--- src/rtl/enc_ctrl_pkg.sv ---
// ----------------------------------------------------------------------------
// enc_ctrl_pkg
// Shared definitions for the message sequencer that drives the
// single-character encryption core:
//   - seq_state_t : sequencer FSM states
//   - MODE_ENC / MODE_IDLE : core mode encodings
//   - sat_inc8    : saturating 8-bit increment used by the error counter
// ----------------------------------------------------------------------------
package enc_ctrl_pkg;

   typedef enum logic [2:0] {
      IDLE,
      FETCH,
      ISSUE,
      EMIT,
      RELEASE,
      DONE
   } seq_state_t;

   localparam logic [1:0] MODE_ENC  = 2'b10;
   localparam logic [1:0] MODE_IDLE = 2'b00;

   // Adds inc to v, sticking at 8'hFF instead of wrapping.
   function automatic logic [7:0] sat_inc8(input logic [7:0] v, input logic inc);
      if (inc && (v != 8'hFF)) begin
         return v + 8'd1;
      end
      return v;
   endfunction

endpackage

--- src/rtl/enc_msg_sequencer_if.sv ---
// ----------------------------------------------------------------------------
// enc_msg_sequencer_if
// Host-side byte streams of the message sequencer.
//   ptxt_valid / ptxt_data / ptxt_ready : plaintext into the sequencer
//   ctxt_valid / ctxt_data / ctxt_err / ctxt_last / ctxt_ready :
//                                          ciphertext out of the sequencer
// Modports:
//   master : host side (drives plaintext, accepts ciphertext)
//   slave  : sequencer side
// ----------------------------------------------------------------------------
interface enc_msg_sequencer_if;

   logic       ptxt_valid;
   logic [7:0] ptxt_data;
   logic       ptxt_ready;

   logic       ctxt_valid;
   logic [7:0] ctxt_data;
   logic       ctxt_err;
   logic       ctxt_last;
   logic       ctxt_ready;

   modport master (
      output ptxt_valid, ptxt_data, ctxt_ready,
      input  ptxt_ready, ctxt_valid, ctxt_data, ctxt_err, ctxt_last
   );

   modport slave (
      input  ptxt_valid, ptxt_data, ctxt_ready,
      output ptxt_ready, ctxt_valid, ctxt_data, ctxt_err, ctxt_last
   );

endinterface

--- src/rtl/enc_msg_sequencer_watchdog.sv ---
// ----------------------------------------------------------------------------
// enc_watchdog
// Per-character watchdog: clear/enable up-counter saturating at
// TIMEOUT_CYCLES.
//   clk, rst : clock, asynchronous active-high reset
//   clr      : zero the count (priority over en)
//   en       : count this cycle
//   tc       : terminal count; high while the count sits one below
//              TIMEOUT_CYCLES, i.e. on the cycle whose increment reaches
//              TIMEOUT_CYCLES. Kept independent of en so the owner can
//              combine it without a combinational loop.
// ----------------------------------------------------------------------------
module enc_watchdog #(
   parameter int TIMEOUT_CYCLES = 16
) (
   input  logic clk,
   input  logic rst,
   input  logic clr,
   input  logic en,
   output logic tc
);

   localparam int CNT_W = $clog2(TIMEOUT_CYCLES + 1);

   logic [CNT_W-1:0] cnt;

   always_ff @(posedge clk or posedge rst) begin
      if (rst) begin
         cnt <= '0;
      end else if (clr) begin
         cnt <= '0;
      end else if (en && (cnt != CNT_W'(TIMEOUT_CYCLES))) begin
         cnt <= cnt + CNT_W'(1);
      end
   end

   assign tc = (cnt == CNT_W'(TIMEOUT_CYCLES - 1));

endmodule

--- src/rtl/enc_msg_sequencer.sv ---
// ----------------------------------------------------------------------------
// enc_msg_sequencer
// Feeds a message byte-by-byte through the single-character encryption
// core and streams the ciphertext out with last/error sideband.
// Ports:
//   clk, rst      : clock, asynchronous active-high reset
//   start_msg     : begin a message (sampled in IDLE only)
//   msg_len       : character count, latched with start_msg
//   key_in        : key, latched with start_msg
//   abort         : cancel from any state, back to IDLE next cycle
//   strm          : plaintext / ciphertext streams (slave modport)
//   core_mode, core_ptxt, core_key     : to the encryption core
//   core_ctxt, core_c_ready, core_err  : from the encryption core
//   busy          : FSM not in IDLE
//   done          : one-cycle pulse after a message completes
//   err_count     : invalid characters in this message (saturating)
//   timeout_err   : sticky core timeout, cleared by the next start_msg
// ----------------------------------------------------------------------------
module enc_msg_sequencer
   import enc_ctrl_pkg::*;
#(
   parameter int TIMEOUT_CYCLES = 16,
   parameter int LEN_W          = 8
) (
   input  logic                 clk,
   input  logic                 rst,
   input  logic                 start_msg,
   input  logic [LEN_W-1:0]     msg_len,
   input  logic [7:0]           key_in,
   input  logic                 abort,
   enc_msg_sequencer_if.slave   strm,
   output logic [1:0]           core_mode,
   output logic [7:0]           core_ptxt,
   output logic [7:0]           core_key,
   input  logic [7:0]           core_ctxt,
   input  logic                 core_c_ready,
   input  logic                 core_err,
   output logic                 busy,
   output logic                 done,
   output logic [7:0]           err_count,
   output logic                 timeout_err
);

   seq_state_t       state, state_nxt;
   logic [LEN_W-1:0] rem;
   logic [7:0]       ctxt_data_q;
   logic             ctxt_err_q;
   logic             ctxt_last_q;
   logic             wd_clr, wd_en, wd_tc;

   enc_watchdog #(
      .TIMEOUT_CYCLES (TIMEOUT_CYCLES)
   ) u_watchdog (
      .clk (clk),
      .rst (rst),
      .clr (wd_clr),
      .en  (wd_en),
      .tc  (wd_tc)
   );

   // State register
   always_ff @(posedge clk or posedge rst) begin
      if (rst) begin
         state <= IDLE;
      end else begin
         state <= state_nxt;
      end
   end

   // Next state and state-decoded outputs
   always_comb begin
      state_nxt       = state;
      core_mode       = MODE_IDLE;
      strm.ptxt_ready = 1'b0;
      strm.ctxt_valid = 1'b0;
      wd_clr          = 1'b0;
      wd_en           = 1'b0;

      case (state)
         IDLE: begin
            if (start_msg) begin
               state_nxt = (msg_len == '0) ? DONE : FETCH;
            end
         end
         FETCH: begin
            strm.ptxt_ready = 1'b1;
            if (strm.ptxt_valid) begin
               wd_clr    = 1'b1;
               state_nxt = ISSUE;
            end
         end
         ISSUE: begin
            core_mode = MODE_ENC;
            if (core_c_ready) begin
               state_nxt = EMIT;
            end else begin
               wd_en = 1'b1;
               if (wd_tc) begin
                  state_nxt = DONE;
               end
            end
         end
         EMIT: begin
            strm.ctxt_valid = 1'b1;
            if (strm.ctxt_ready) begin
               state_nxt = RELEASE;
            end
         end
         RELEASE: begin
            // Waiting for C_ready to drop covers both pulse- and level-style
            // cores before the next request is raised.
            if (!core_c_ready) begin
               state_nxt = (rem != '0) ? FETCH : DONE;
            end
         end
         DONE: begin
            state_nxt = IDLE;
         end
         default: begin
            state_nxt = IDLE;
         end
      endcase

      if (abort) begin
         state_nxt = IDLE;
      end
   end

   // Message registers, captured results and status
   always_ff @(posedge clk or posedge rst) begin
      if (rst) begin
         rem         <= '0;
         core_ptxt   <= '0;
         core_key    <= '0;
         ctxt_data_q <= '0;
         ctxt_err_q  <= 1'b0;
         ctxt_last_q <= 1'b0;
         err_count   <= '0;
         timeout_err <= 1'b0;
         done        <= 1'b0;
      end else begin
         // done trails the DONE state by one cycle; an abort cancels it.
         done <= (state == DONE) && !abort;
         if (!abort) begin
            case (state)
               IDLE: begin
                  if (start_msg) begin
                     core_key    <= key_in;
                     rem         <= msg_len;
                     err_count   <= '0;
                     timeout_err <= 1'b0;
                  end
               end
               FETCH: begin
                  if (strm.ptxt_valid) begin
                     core_ptxt <= strm.ptxt_data;
                  end
               end
               ISSUE: begin
                  if (core_c_ready) begin
                     ctxt_data_q <= core_ctxt;
                     ctxt_err_q  <= core_err;
                     ctxt_last_q <= (rem == LEN_W'(1));
                     if (rem != '0) begin
                        rem <= rem - LEN_W'(1);
                     end
                     err_count <= sat_inc8(err_count, core_err);
                  end else if (wd_tc) begin
                     timeout_err <= 1'b1;
                  end
               end
               default: begin
               end
            endcase
         end
      end
   end

   assign strm.ctxt_data = ctxt_data_q;
   assign strm.ctxt_err  = ctxt_err_q;
   assign strm.ctxt_last = ctxt_last_q;
   assign busy           = (state != IDLE);

endmodule
--- src/flat_wrapper.sv ---
// flat-port wrapper written by rule: the top's interface ports become plain ports
module enc_msg_sequencer_flat import enc_ctrl_pkg::*;
#(
   parameter int TIMEOUT_CYCLES = 16,
   parameter int LEN_W          = 8
)
  (clk, rst, start_msg, msg_len, key_in, abort, core_mode, core_ptxt, core_key, core_ctxt, core_c_ready, core_err, busy, done, err_count, timeout_err, strm_ptxt_valid, strm_ptxt_data, strm_ctxt_ready, strm_ptxt_ready, strm_ctxt_valid, strm_ctxt_data, strm_ctxt_err, strm_ctxt_last);
  enc_msg_sequencer_if strm_i ();
  input  logic clk;
  input  logic rst;
  input  logic start_msg;
  input  logic [LEN_W-1:0] msg_len;
  input  logic [7:0] key_in;
  input  logic abort;
  output logic [1:0] core_mode;
  output logic [7:0] core_ptxt;
  output logic [7:0] core_key;
  input  logic [7:0] core_ctxt;
  input  logic core_c_ready;
  input  logic core_err;
  output logic busy;
  output logic done;
  output logic [7:0] err_count;
  output logic timeout_err;
  input wire logic [$bits(strm_i.ptxt_valid)-1:0] strm_ptxt_valid;
  input wire logic [$bits(strm_i.ptxt_data)-1:0] strm_ptxt_data;
  input wire logic [$bits(strm_i.ctxt_ready)-1:0] strm_ctxt_ready;
  output wire logic [$bits(strm_i.ptxt_ready)-1:0] strm_ptxt_ready;
  output wire logic [$bits(strm_i.ctxt_valid)-1:0] strm_ctxt_valid;
  output wire logic [$bits(strm_i.ctxt_data)-1:0] strm_ctxt_data;
  output wire logic [$bits(strm_i.ctxt_err)-1:0] strm_ctxt_err;
  output wire logic [$bits(strm_i.ctxt_last)-1:0] strm_ctxt_last;
  assign strm_i.ptxt_valid = strm_ptxt_valid;
  assign strm_i.ptxt_data = strm_ptxt_data;
  assign strm_i.ctxt_ready = strm_ctxt_ready;
  assign strm_ptxt_ready = strm_i.ptxt_ready;
  assign strm_ctxt_valid = strm_i.ctxt_valid;
  assign strm_ctxt_data = strm_i.ctxt_data;
  assign strm_ctxt_err = strm_i.ctxt_err;
  assign strm_ctxt_last = strm_i.ctxt_last;
  enc_msg_sequencer #(.TIMEOUT_CYCLES(TIMEOUT_CYCLES), .LEN_W(LEN_W)) u_core (.clk(clk), .rst(rst), .start_msg(start_msg), .msg_len(msg_len), .key_in(key_in), .abort(abort), .strm(strm_i), .core_mode(core_mode), .core_ptxt(core_ptxt), .core_key(core_key), .core_ctxt(core_ctxt), .core_c_ready(core_c_ready), .core_err(core_err), .busy(busy), .done(done), .err_count(err_count), .timeout_err(timeout_err));
endmodule
--- config.mk ---
export PLATFORM = sky130hd
export DESIGN_NAME = enc_msg_sequencer_flat
export DESIGN_NICKNAME = d
export VERILOG_FILES = /design/src/rtl/enc_ctrl_pkg.sv /design/src/rtl/enc_msg_sequencer_if.sv /design/src/rtl/enc_msg_sequencer_watchdog.sv /design/src/rtl/enc_msg_sequencer.sv /design/src/flat_wrapper.sv
export SDC_FILE = /design/constraint.sdc
export NUM_CORES = 1
export LEC_CHECK = 0
export BUFFER_PORTS_ARGS = -buffer_cell sky130_fd_sc_hd__buf_2
export CORE_MARGIN = 1.5
export CORE_UTILIZATION = 42
export CTS_CLUSTER_DIAMETER = 60
export DETAILED_ROUTE_END_ITERATION = 10
export PLACE_DENSITY = 0.72
export SLEW_MARGIN = 20
export SYNTH_ARGS = -nofsm -noshare
export SYNTH_HDL_FRONTEND = slang
export SYNTH_SLANG_ARGS = --single-unit
--- constraint.sdc ---
create_clock -name clk -period 2.7 [get_ports clk]
set_input_delay 0.135 -clock clk [delete_from_list [all_inputs] [get_ports clk]]
set_output_delay 0.135 -clock clk [all_outputs]
set_load 0.05 [all_outputs]
Word level (Yosys, flattened, before mapping) --
Cells that the tools add are included.
Word-level totals: flip-flop bits (word level) 52, input bits 40, logic and storage cells 88
Cells by class: $add $sub $neg 3, equal/unequal tests 20, mux-type cells 36, bitwise operators 1, reductions and logical operators 17
Operators with widths (count):
- 8-bit 2-to-1 mux | 7
- 8-bit one-hot mux with 2 select lines | 2
- 3-bit 2-to-1 mux | 9
- 5-bit AND reduction | 4
- 3-bit one-hot mux with 5 select lines | 1
- 1-bit 2-to-1 mux | 13
- 3-bit != test, second input constant | 4
- 5-bit 2-to-1 mux | 2
- 3-bit AND reduction | 3
- 8-bit by 1-bit adder with 8-bit output, second input constant | 1
- 8-bit by 1-bit equality test with 1-bit output, second input constant | 1
- 8-bit zero test | 1
- 2-bit != test, second input constant | 4
- 8-bit != test, second input constant | 1
- 8-bit nonzero test | 1
- 8-bit by 1-bit subtractor with 8-bit output, second input constant | 1
- 3-bit by 2-bit equality test with 1-bit output, second input constant | 2
- 3-bit equality test, second input constant | 2
- 5-bit by 1-bit adder with 5-bit output, second input constant | 1
- 5-bit by 4-bit equality test with 1-bit output, second input constant | 1
- 5-bit != test, second input constant | 1
- 2-bit by 1-bit != test with 1-bit output, second input constant | 2
- 4-bit != test, second input constant | 1
- 2-bit nonzero test | 2
- other kinds (8) | 10

Longest topological paths before layout --
depth in word-level cells 9, gate-level depth with buffers 8

Modules after synthesis --
From an unflattened synthesis, not the netlist that was laid out.
Second synthesis, totals: cell total of the unflattened synthesis 254, area total of the unflattened synthesis 2722.6 um2
Modules (own cells, without submodules):
- enc_msg_sequencer | times used 1, cells an instance 224, area each 2424.8 um2, seq. area each 1176.1 um2
- enc_watchdog | times used 1, cells an instance 30, area each 297.8 um2, seq. area each 125.1 um2

Worst setup path after synthesis --
No wires, ideal clock.
path type register to register, from reg u_core.state[1], to reg u_core.core_ptxt[0], setup time 125 ps, data arrival time 2578 ps, required time 2575 ps, slack -3 ps, stages on the path, launching flop included 6, path buffers 2, clock period less this slack 2703 ps, cells stage by stage dfrtp_1 buf_4 nor3b_1 and3_1 buf_2 mux2_2
On the way: longest elaborated chain between the ends 2
Ends and longest elaborated chain:
- from (decl) | RTL line enc_msg_sequencer.sv:44 | seq_state_t state, state_nxt;
- from (signal assigned) | RTL line enc_msg_sequencer.sv:66 | state <= state_nxt;
- 3-bit by 1-bit equality test with 1-bit output | RTL line enc_msg_sequencer.sv:145 | case (state)
- 3-bit AND reduction (no source line)
- to (signal assigned) | RTL line enc_msg_sequencer.sv:156 | core_ptxt <= strm.ptxt_data;
- to (decl) | RTL line enc_msg_sequencer.sv:33 | output logic [7:0] core_ptxt,
No other way between the ends. A chain may end at the register's enable or synchronous reset.

Worst setup path in the final report --
from reg u_core.state[0], to out core_mode[1]
On the way: longest elaborated chain between the ends 2
Ends and longest elaborated chain:
- 3-bit by 2-bit equality test with 1-bit output | RTL line enc_msg_sequencer.sv:79 | case (state)
- 2-bit 2-to-1 mux | RTL line enc_msg_sequencer.sv:79
- to (decl) | RTL line flat_wrapper.sv:15 | output logic [1:0] core_mode;
No other way between the ends.

==> impl_metrics.json <==
{
  "status": "complete, but fails checks",
  "violations": "design-rule violations, negative hold slack",
  "seqPwrFrac_pct": 34.6,
  "row_count": 29,
  "fmax_mhz": 437,
  "crit_type": "register to output port",
  "cts_tree": "done",
  "path_buf_inv": 3,
  "yosysSeqAreaShare_pct": 46.2,
  "die_y_um": 84.9,
  "min_period_over_period_pct": 84.8,
  "crit_path_top_delay_cell": "dfrtp_1",
  "dieWidth_um": 84.9,
  "grt_pass1_wl_um": 10700,
  "rsz0062_at_grt": "no",
  "cts-resized-gates": 0,
  "drv_slew": 0,
  "swShare_pct": 51.2,
  "hold_buffers": 0,
  "dieArea_mm2": 0.00721,
  "cap_violations": 0,
  "p_per_area_mw_per_mm2": 1160,
  "clk_root_buffer_cell": "clkbuf_8",
  "first_pass_iters": 7,
  "antenna_found_initial": 0,
  "drt_iter0_drc": 118,
  "ys_top_cells_by_area": "dfrtp_1 (46%), nand2_1 (8.5%), mux2_2 (3.2%), ha_1 (3.1%), a21oi_1 (2.3%)",
  "switching_power_w": 0.00197,
  "rr_worst_depth": 6,
  "tightest_slew_ps": 701,
  "worstPathMaxFanout": 22,
  "core-area_mm2": 0.00642,
  "post-route-drc-count": 12,
  "max_slew_margin_pct": 52.6,
  "wl_um": 6560,
  "pin_count": 81,
  "yosys-top-cells-count": "nand2_1 (64), dfrtp_1 (52), nor2_1 (16)",
  "num_antenna_cells": 0,
  "postCtsSetupRepairBufs": 0,
  "start_kind": "register",
  "skew_ps": 3.50,
  "start_util_pct": 43.9,
  "hold_class": "input pin to asynchronous set/reset pin",
  "synthArstFlopShare_pct": 100,
  "cts.sinks": 52,
  "synth_edf_count": 0,
  "grt_max_degree": 53,
  "synth_top_area_share_pct": 46.2,
  "cp-end-kind": "output port",
  "multi_input_area_mm2": 0.00136,
  "dp_hpwl_um": 4790,
  "synth_area_per_cell_um2": 9.46,
  "ys.warnings.count": 0,
  "arrival_ps": 2160,
  "synth_most_common_cell": "nand2_1",
  "period_needed_ps": 2290,
  "htree_num_levels": 2,
  "worstReg2RegStart": "u_core.state[0]",
  "cts_buffer_depth": 2,
  "track_usage_pct": 18.4,
  "leakage_nw": 1.63,
  "worst_ep_required_time_ps": 2570,
  "ys_ff_latch": 52,
  "max_stage_delay_ps": 550,
  "fin_hold_ws_ps": -5.81,
  "pwr-share-comb_pct": 53.6,
  "report.final.hold_viol_count": 8,
  "r2r_end": "u_core.state[1]",
  "grt_overflow": 0,
  "p_int_w": 0.00188,
  "cts.clk_slew.worst_paths_ps": 90,
  "fillCellCount": 615,
  "wire_per_inst_um": 14.6,
  "clk_latency_ps": 300,
  "reg2reg_slack_ps": 660,
  "vias": 2410,
  "fin_tns_setup_ps": 0,
  "finalNonFillerCells": 449,
  "gp_congestion": 0.872,
  "vias_per_cell": 5.37,
  "cts_buffers": 5,
  "clkPwrFrac_pct": 11.8,
  "vdd_drop_max_mv": 0.347,
  "syn2layout_area_growth_pct": 18.2,
  "syn_inst": 298,
  "setup_viol": 0,
  "regArea_mm2": 0.00130,
  "portBuffers": 79,
  "syn_nets": 345,
  "grt_pass1_vias": 2216,
  "route.antenna.remaining_nets": 0,
  "fin_nets": 419,
  "dp_cells": 442,
  "final_layout_size_suffix_gt1_share_pct": 30.1,
  "synth_top_cell_by_area": "dfrtp_1",
  "netlist_area_mm2": 0.00282,
  "synthDistinctLibCells": 58,
  "crit_family": "buffers and inverters",
  "path_cells": "or3b_1 -> buf_4 -> inv_2 -> buf_2",
  "power_w": 0.00385,
  "yosys_most_used_dff": "dfrtp_1"
}
==> layout by cell type, fill, tap and decap left out, types with 4 or more instances in the layout <==
master	count
a21oi_1	13
and3_1	4
buf_2	79
buf_4	5
clkbuf_8	6
dfrtp_1	52
ha_1	7
inv_1	10
mux2_2	8
nand2_1	64
nand3_1	10
nor2_1	16
nor3_1	11
nor4_1	6
o211ai_1	5
o21ai_0	8
o22a_1	7
o22ai_1	4
o2bb2ai_1	5
==> power by group through the flow <==
stage	clock, W	combinational [W]	sequential (W)
floorplan	0	0.000997	0.00196
global placement	0	0.00204	0.00133
detailed placement	0	0.00207	0.00134
CTS	0.000471	0.00207	0.00133
global route	0.000506	0.00222	0.00138
finish	0.000455	0.00206	0.00133
==> kinds of logic (layout without fill, tap and decap cells) <==
| logic type | after synthesis | after routing | synth area share [%] |
|---|---|---|---|
| muxes | 11 | 11 | 4.44 |
| AOI/OAI and AO/OA | 55 | 55 | 13.9 |
| and+or+nand+nor | 140 | 140 | 25.7 |
| other | 1 | 1 | 0.133 |
| adders and majority gates | 7 | 7 | 3.11 |
| buffers and inverters | 29 | 103 | 5.64 |
| DFF | 52 | 52 | 46.2 |
| xor gates and xnor gates | 3 | 3 | 0.932 |
==> area by class of cell <==
| type | instances | area share (%) |
|---|---|---|
| Timing Repair Buffer | 84 | 13.0 |
| Tap cell | 77 | 2.89 |
| Multi-Input combinational cell | 217 | 40.9 |
| Inverter | 12 | 1.35 |
| Clock inverter | 1 | 0.263 |
| Sequential cell | 52 | 39.1 |
| Clock buffer | 6 | 2.48 |
==> through the flow <==
stage               setup slack (ps)  hold WS, ps  instance area (µm²)  util (%)
CTS                              395         11.9                 3330      51.9
floorplan                        582          240                 2820         -
finish                           410        -5.81                 3330      51.9
detailed placement               673          335                 3240      50.4
global route                     284         18.2                 3330      51.9
global placement                 771          330                 3240      50.4
==> per-layer routing <==
metal	global-route usage (%)	wire length (µm)	vias to the layer above
li1	-	-	1196
met1	25.5	3000	1134
met2	29.7	3120	69
met3	2.53	286	11
met4	7.00	149	0
met5	0	0	-
==> flip-flops by register name, summed over array words and instances, names as in the netlist <==
name                   flops
u_core.u_watchdog.cnt      5
u_core.state               3
u_core.strm.ctxt_data      8
u_core.done                1
u_core.rem                 8
u_core.strm.ctxt_err       1
u_core.strm.ctxt_last      1
u_core.core_ptxt           8
u_core.err_count           8
u_core.core_key            8
u_core.timeout_err         1
==> worst register-to-register path, stage by stage, from the launching register on <==
cell and delay (ps):
dfrtp_1 550, or3b_1 550, buf_4 250, inv_2 200, a21oi_1 100, a21o_1 160
a21oi_1 160
==> worst max-delay path by stage <==
stage	to	slack (ps)	start	depth (start not counted)
global placement	u_core.state[1]	770	u_core.state[0]	6
finish	core_mode[1]	410	u_core.state[0]	4
detailed placement	u_core.state[1]	670	u_core.state[0]	6
floorplan	u_core.core_ptxt[0]	580	u_core.state[1]	5
CTS	core_mode[1]	400	u_core.state[0]	4
global route	core_mode[1]	280	u_core.state[2]	4
No activity file was read; power rests on OpenSTA's default activity.
